$ cat config.mk
export PLATFORM = sky130hd
export DESIGN_NAME = uart_frame_link
export DESIGN_NICKNAME = d
export VERILOG_FILES = /design/src/rtl/frame_pkg.sv /design/src/rtl/crc8_param.sv /design/src/rtl/uart_frame_link.sv
export SDC_FILE = /design/constraint.sdc
export NUM_CORES = 1
export LEC_CHECK = 0
export CORE_MARGIN = 3
export CORE_UTILIZATION = 30
export DETAILED_ROUTE_END_ITERATION = 10
export PLACE_DENSITY = 0.57
export SYNTH_ARGS = -nofsm -noshare
export SYNTH_HDL_FRONTEND = slang
export SYNTH_SLANG_ARGS = --single-unit
$ cat constraint.sdc
create_clock -name clk -period 3.9 [get_ports clk]
set_input_delay 0.585 -clock clk [delete_from_list [all_inputs] [get_ports clk]]
set_output_delay 0.585 -clock clk [all_outputs]
set_load 0.1 [all_outputs]
$ cat src/rtl/frame_pkg.sv
// Shared definitions for the framed UART link: frame bytes, status codes, FSM encoding.
package frame_pkg;
    localparam logic [7:0] SOF = 8'h7E;
    localparam logic [7:0] ACK = 8'h06;
    localparam logic [7:0] NAK = 8'h15;

    localparam logic [1:0] STAT_IDLE = 2'b00;
    localparam logic [1:0] STAT_BUSY = 2'b01;
    localparam logic [1:0] STAT_OK   = 2'b10;
    localparam logic [1:0] STAT_FAIL = 2'b11;

    localparam logic [3:0] S_IDLE      = 4'd0;
    localparam logic [3:0] S_LOAD      = 4'd1;
    localparam logic [3:0] S_SEND_SOF  = 4'd2;
    localparam logic [3:0] S_SEND_LEN  = 4'd3;
    localparam logic [3:0] S_SEND_PL   = 4'd4;
    localparam logic [3:0] S_SEND_CRC  = 4'd5;
    localparam logic [3:0] S_WAIT_RSP  = 4'd6;
    localparam logic [3:0] S_DONE_OK   = 4'd7;
    localparam logic [3:0] S_DONE_FAIL = 4'd8;

    // Handshake with uart_tx for a single byte
    typedef enum logic [1:0] {PH_ISSUE, PH_WAIT_BUSY, PH_WAIT_IDLE} tx_phase_e;

    function automatic logic [1:0] status_of(input logic [3:0] s);
        case (s)
            S_IDLE:      return STAT_IDLE;
            S_DONE_OK:   return STAT_OK;
            S_DONE_FAIL: return STAT_FAIL;
            default:     return STAT_BUSY;
        endcase
    endfunction
endpackage

$ cat src/rtl/crc8_param.sv
// Byte-wide CRC-8, MSB-first, no reflection, no final XOR; one byte per cycle.
module crc8_param #(
    parameter logic [7:0] POLY = 8'h07,
    parameter logic [7:0] INIT = 8'h00
) (
    input  logic       clk,
    input  logic       reset,
    input  logic       init,
    input  logic       data_valid,
    input  logic [7:0] data_in,
    output logic [7:0] crc_out
);
    function automatic logic [7:0] crc_step(input logic [7:0] c, input logic [7:0] d);
        logic [7:0] r;
        r = c ^ d;
        for (int i = 0; i < 8; i++)
            r = r[7] ? ({r[6:0], 1'b0} ^ POLY) : {r[6:0], 1'b0};
        return r;
    endfunction

    always_ff @(posedge clk or posedge reset) begin
        if (reset)           crc_out <= INIT;
        else if (init)       crc_out <= INIT;
        else if (data_valid) crc_out <= crc_step(crc_out, data_in);
    end
endmodule

$ cat src/rtl/uart_frame_link.sv
// Buffers a payload, sends SOF/LEN/payload/CRC over uart_tx and waits for ACK/NAK,
// retrying from the local buffer on NAK or timeout.
module uart_frame_link
    import frame_pkg::*;
#(
    parameter int         MAX_LEN     = 16,
    parameter logic [7:0] CRC_POLY    = 8'h07,
    parameter logic [7:0] CRC_INIT    = 8'h00,
    parameter int         MAX_RETRIES = 3,
    parameter int         TIMEOUT_CYC = 1_000_000,
    localparam int        LEN_W       = $clog2(MAX_LEN + 1),
    localparam int        RC_W        = (MAX_RETRIES > 0) ? $clog2(MAX_RETRIES + 1) : 1
) (
    input  logic            clk,
    input  logic            reset,
    input  logic            start,
    input  logic [7:0]      len,
    input  logic [7:0]      pl_data,
    input  logic            pl_valid,
    output logic            pl_ready,
    output logic            tx_start,
    output logic [7:0]      tx_data,
    input  logic            tx_busy,
    input  logic            rx_done,
    input  logic [7:0]      rx_data,
    output logic [1:0]      status,
    output logic            err_len,
    output logic [RC_W-1:0] retry_cnt
);
    localparam int IDX_W = (MAX_LEN > 1) ? $clog2(MAX_LEN) : 1;
    localparam int TMR_W = (TIMEOUT_CYC > 1) ? $clog2(TIMEOUT_CYC + 1) : 1;

    logic [3:0]       state;
    tx_phase_e        ph;
    logic [LEN_W-1:0] len_r, idx, idx_nxt;
    logic [TMR_W-1:0] timer;
    logic [7:0]       pl_buf [2**IDX_W];
    logic [7:0]       cur_byte, crc_val;
    logic             is_send, send_fire, byte_done, crc_upd;

    assign status   = status_of(state);
    assign pl_ready = (state == S_LOAD);
    assign idx_nxt  = idx + LEN_W'(1);
    assign is_send  = (state == S_SEND_SOF) || (state == S_SEND_LEN) ||
                      (state == S_SEND_PL)  || (state == S_SEND_CRC);
    assign send_fire = is_send && (ph == PH_ISSUE) && !tx_busy;
    assign byte_done = is_send && (ph == PH_WAIT_IDLE) && !tx_busy;
    // CRC register advances at the same edge that raises tx_start for LEN/payload bytes
    assign crc_upd   = send_fire && ((state == S_SEND_LEN) || (state == S_SEND_PL));

    always_comb begin
        cur_byte = 8'h00;
        case (state)
            S_SEND_SOF: cur_byte = SOF;
            S_SEND_LEN: cur_byte = 8'(len_r);
            S_SEND_PL:  cur_byte = pl_buf[idx[IDX_W-1:0]];
            S_SEND_CRC: cur_byte = crc_val;
            default:    cur_byte = 8'h00;
        endcase
    end

    crc8_param #(.POLY(CRC_POLY), .INIT(CRC_INIT)) u_crc (
        .clk        (clk),
        .reset      (reset),
        .init       (state == S_SEND_SOF),
        .data_valid (crc_upd),
        .data_in    (cur_byte),
        .crc_out    (crc_val)
    );

    always_ff @(posedge clk) begin
        if (pl_ready && pl_valid) pl_buf[idx[IDX_W-1:0]] <= pl_data;
    end

    always_ff @(posedge clk or posedge reset) begin
        if (reset) begin
            state     <= S_IDLE;
            ph        <= PH_ISSUE;
            len_r     <= '0;
            idx       <= '0;
            timer     <= '0;
            tx_start  <= 1'b0;
            tx_data   <= 8'h00;
            err_len   <= 1'b0;
            retry_cnt <= '0;
        end else begin
            tx_start <= 1'b0;
            if (send_fire) begin
                tx_start <= 1'b1;
                tx_data  <= cur_byte;
                ph       <= PH_WAIT_BUSY;
            end else if (is_send && ph == PH_WAIT_BUSY && tx_busy) begin
                ph <= PH_WAIT_IDLE;
            end else if (byte_done) begin
                ph <= PH_ISSUE;
            end

            case (state)
                S_IDLE, S_DONE_OK, S_DONE_FAIL: if (start) begin
                    retry_cnt <= '0;
                    idx       <= '0;
                    if (len > 8'(MAX_LEN)) begin
                        err_len <= 1'b1;
                        state   <= S_DONE_FAIL;
                    end else begin
                        err_len <= 1'b0;
                        len_r   <= LEN_W'(len);
                        state   <= (len == 8'd0) ? S_SEND_SOF : S_LOAD;
                    end
                end
                S_LOAD: if (pl_valid) begin
                    idx <= idx_nxt;
                    if (idx_nxt == len_r) state <= S_SEND_SOF;
                end
                S_SEND_SOF: if (byte_done) state <= S_SEND_LEN;
                S_SEND_LEN: if (byte_done) begin
                    idx   <= '0;
                    state <= (len_r == '0) ? S_SEND_CRC : S_SEND_PL;
                end
                S_SEND_PL: if (byte_done) begin
                    idx <= idx_nxt;
                    if (idx_nxt == len_r) state <= S_SEND_CRC;
                end
                S_SEND_CRC: if (byte_done) begin
                    timer <= '0;
                    state <= S_WAIT_RSP;
                end
                S_WAIT_RSP: begin
                    timer <= timer + TMR_W'(1);
                    if (rx_done && rx_data == ACK) begin
                        state <= S_DONE_OK;
                    end else if ((rx_done && rx_data == NAK) ||
                                 timer == TMR_W'(TIMEOUT_CYC - 1)) begin
                        if (retry_cnt < RC_W'(MAX_RETRIES)) begin
                            retry_cnt <= retry_cnt + RC_W'(1);
                            state     <= S_SEND_SOF;
                        end else begin
                            state <= S_DONE_FAIL;
                        end
                    end
                end
                default: state <= S_IDLE;
            endcase
        end
    end
endmodule

==> summary.log <==
qor: outcome.status completed
qor: grt.grt_overflow 0
qor: placement.routability_driven_placement_congestion_ratio 0.819
qor: placement.numPortBuffers 44
qor: floorplanning.floorplan.rows 61
qor: yosys.synth_async_sr_flop_share 30.4%
qor: yosys.synth-main-ff-cell sky130_fd_sc_hd__edfxtp_1
qor: placement.place.detailed.hpwl 14.3 mm
qor: timing.grt_setup_unrepaired no
qor: cells_and_area.final.fill_count 2747
qor: cells_and_area.drive_gt1_share 11.3%
qor: drt.route.detailed.wl_per_inst 18.3 um
qor: floorplanning.design.core.area 28100 um2
qor: yosys.syn_inst 688
qor: critical_path.crit_path_max_fanout 20
qor: drt.drt_pre_antenna_iters 5
qor: grt.pin_count_of_the_biggest_net_entering_global_routing 38
qor: timing.timing.final.crit_share 80.4%
qor: clock_tree.cts_hold_buf 0
qor: yosys.yosysWarningCount 0
qor: timing.timing.fmax 0.319 GHz
qor: cells_and_area.utilization 36.1%
qor: clock_tree.tritoncts yes
qor: clock_tree.cts_root_buffer sky130_fd_sc_hd__clkbuf_16
qor: power_and_ir_drop.max-vdd-ir-drop 0.302 mV
qor: cells_and_area.n_antenna_cell 0
qor: grt.grt_first_pass_wirelength 32.7 mm
qor: drt.wire_length_reported_by_the_detailed_router 20.7 mm
qor: cells_and_area.layout.cell_area.non_filler 10100 um2
qor: timing.clock_skew 0.0135 ns
qor: cells_and_area.synthToLayoutAreaGrowth 17.4%
qor: clock_tree.ctsHtreeMaxLevel 4
qor: drt.post_drt_via_cell_ratio 5.06
qor: yosys.netlist_area 8640 um2
qor: drt.ant_nets 0
qor: yosys.number_of_enable_flip_flop_cells_after_synthesis 128
qor: timing.worst_pin_slew 0.988 ns
qor: critical_path.path_class reg2reg
qor: floorplanning.die_w 176 um
qor: cells_and_area.finish.net_count 773
qor: yosys.synth-seq-area-share 60.7%
qor: floorplanning.floorplan.die_area 30900 um2
qor: yosys.cell_types_occupying_the_most_area_after_synthesis sky130_fd_sc_hd__edfxtp_1, sky130_fd_sc_hd__dfrtp_1, sky130_fd_sc_hd__mux2i_1, sky130_fd_sc_hd__nand2_1, sky130_fd_sc_hd__mux4_2
qor: clock_tree.cts_made_buffers 17
qor: critical_path.critical_path.startpoint_type flop
qor: critical_path.crit_path_top_cell_by_count sky130_fd_sc_hd__nand3_1
qor: critical_path.crit_path_cell_trace nor4b_4 -> nor2b_1 -> nand3_1 -> nand3_1 -> mux2i_1 -> xor2_1 -> xnor2_1 -> o21ai_1
qor: yosys.postSynthAreaPerCell 12.6 um2
qor: power_and_ir_drop.power_per_cell_area 410 nW/um2
qor: power_and_ir_drop.leakage 3.35 nW
qor: timing.count_of_final_max_slew_check_failures 0
qor: floorplanning.dieHeight 176 um
qor: critical_path.critical_path.slowest_cell sky130_fd_sc_hd__dfrtp_1
qor: drt.num_vias 5708
qor: timing.finalWorstPathRequiredPeriod 3.13 ns
qor: yosys.netlist.area_leader.share 44.5%
qor: floorplanning.floorplan.initialDensity 30.8%
qor: clock_tree.worstSkewPairLatency 0.44 ns
qor: clock_tree.cts_repair_resize_count 0
qor: worst_hold_path.path_category_of_the_worst_min_delay_check in2async
qor: grt.grt_util_all_layers 13.7%
qor: timing.totalNegativeSetupSlack 0 ns
qor: clock_tree.cts_sinks 184
qor: drt.drcViolationCount 0
qor: timing.slew_limit_headroom 33.9%
qor: critical_path.crit_path_max_incr_delay 0.63 ns
qor: critical_path.cp-end-kind flop
qor: timing.finalHoldViolations 0
qor: critical_path.cp.arrival 3.42 ns
qor: critical_path.regToRegSetupSlack 0.77 ns
qor: grt.first_global_vias 5580
qor: yosys.postSynthRegisterBits 184
qor: floorplanning.boundaryPins 45
qor: placement.place_area 9530 um2
qor: yosys.synthesis.nets 724
qor: yosys.netlist-cell-type-count 62
qor: clock_tree.path_clk_slew 0.08 ns
qor: yosys.synth.largest_area_cell sky130_fd_sc_hd__edfxtp_1
qor: job.cap_violations 0
qor: clock_tree.post_cts.repair.setup_buffers 0
qor: drt.drtIter0Drc 540
qor: clock_tree.cts_max_path_buffers 2
qor: timing.timing.final.setup_violations 0
qor: critical_path.critical_path_required 4.19 ns
qor: grt.antenna_violations_before_repair 0
[placed cells by master, fill, tap and decap left out, drive strengths merged, types with 14 or more instances in the layout]
master and instances:
mux4 14, nand3 38, o21ai 46, nand2 63
edfxtp 128, clkdlybuf4s50 41, dfrtp 56, inv 15
clkbuf 18, a21oi 27, nor2 54, a22oi 15
mux2i 41, nand2b 15, nor3 16, buf 19
[critical path, delay by kind of cell, from the launching register on]
kind,cells,cell delay (ns)
AO/OA/AOI/OAI,1,0.09
XOR/XNOR,2,0.58
AND/OR/NAND/NOR,4,1.31
multiplexers,1,0.38
flip-flops,1,0.63
[power by group]
group | internal [mW] | switching, mW | total [mW]
Sequential | 2.11 | 0.0381 | 2.15
Combinational | 0.0848 | 0.130 | 0.214
Clock | 0.936 | 0.863 | 1.80
Total | 3.13 | 1.03 | 4.16
[final cells by class]
| cell class | count | area, um2 | share of cell area, % |
|---|---|---|---|
| inverters | 8 | 30.0 | 0.296 |
| repair buffers | 60 | 578 | 5.70 |
| multi-input cells | 466 | 3200 | 31.5 |
| flip-flops and latches | 184 | 5250 | 51.7 |
| clock inverters | 14 | 194 | 1.91 |
| well taps | 378 | 473 | 4.66 |
| clock buffers | 18 | 429 | 4.23 |
[cell usage after synthesis (5+ instances only)]
library cell               instances
sky130_fd_sc_hd__o21ai_0          38
sky130_fd_sc_hd__clkbuf_1         14
sky130_fd_sc_hd__nor3_1           15
sky130_fd_sc_hd__mux4_1            5
sky130_fd_sc_hd__mux2_2           10
sky130_fd_sc_hd__nand4_1           9
sky130_fd_sc_hd__nor2_1           54
sky130_fd_sc_hd__o31ai_1           7
sky130_fd_sc_hd__inv_1             6
sky130_fd_sc_hd__and3_1            7
sky130_fd_sc_hd__mux2i_1          41
sky130_fd_sc_hd__nand3_1          38
sky130_fd_sc_hd__a21oi_1          27
sky130_fd_sc_hd__or3_1             5
sky130_fd_sc_hd__mux4_2            9
sky130_fd_sc_hd__nand2b_1         15
sky130_fd_sc_hd__xnor2_1          11
sky130_fd_sc_hd__buf_2             6
sky130_fd_sc_hd__edfxtp_1        128
sky130_fd_sc_hd__ha_1              6
sky130_fd_sc_hd__a22oi_1          15
sky130_fd_sc_hd__o21ai_1           8
sky130_fd_sc_hd__buf_6             6
sky130_fd_sc_hd__and2_1            5
sky130_fd_sc_hd__dfrtp_1          56
sky130_fd_sc_hd__nand2_1          63
sky130_fd_sc_hd__xor2_1            9
sky130_fd_sc_hd__a31oi_1           6
[worst paths after layout]
path,start,to,cells past startpoint
min reg2reg,timer[19],timer[19],1
max in group asynchronous,reset,idx[1],3
min,reset,u_crc.crc_out[3],2
min in group clk,timer[19],timer[19],1
max,state[1],u_crc.crc_out[1],8
max reg2reg,state[1],u_crc.crc_out[1],8
[flip-flops by register name (all words and copies together) (netlist names)]
register       flops
err_len            1
u_crc.crc_out      8
timer             20
tx_data            8
retry_cnt          2
ph                 2
pl_buf           128
idx                5
tx_start           1
len_r              5
state              4
[metal layers]
| layer | track usage (%) | vias up | wire length [um] |
|---|---|---|---|
| li1 | - | 2720 | - |
| met1 | 19.3 | 2849 | 9710 |
| met2 | 21.3 | 127 | 9620 |
| met3 | 2.94 | 12 | 1150 |
| met4 | 3.76 | 0 | 219 |
| met5 | 0 | - | 0 |
[kinds of logic after synthesis]
logic type                 after synthesis  synth area share [%]
muxes                                   65                  9.92
xor gates and xnor gates                21                  2.22
DFF                                    184                  60.7
buffers and inverters                   38                  2.35
AOI/OAI and AO/OA                      139                  10.4
and+or+nand+nor                        235                  13.5
adders and majority gates                6                 0.869
[stage by stage]
| step | hold WS [ns] | power (mW) | std cells | setup WS, ns |
|---|---|---|---|---|
| after floorplan | 0.447 | 2.31 | 688 | 0.115 |
| after global placement | 0.472 | 2.41 | 1096 | 0.821 |
| after detailed placement | 0.479 | 2.41 | 1096 | 0.789 |
| after CTS | 0.471 | 4.21 | 1128 | 0.756 |
| after global routing | 0.500 | 4.31 | 1128 | 0.480 |
| final | 0.462 | 4.16 | 1128 | 0.766 |
Note: power is estimated with default switching activity, not from simulation.
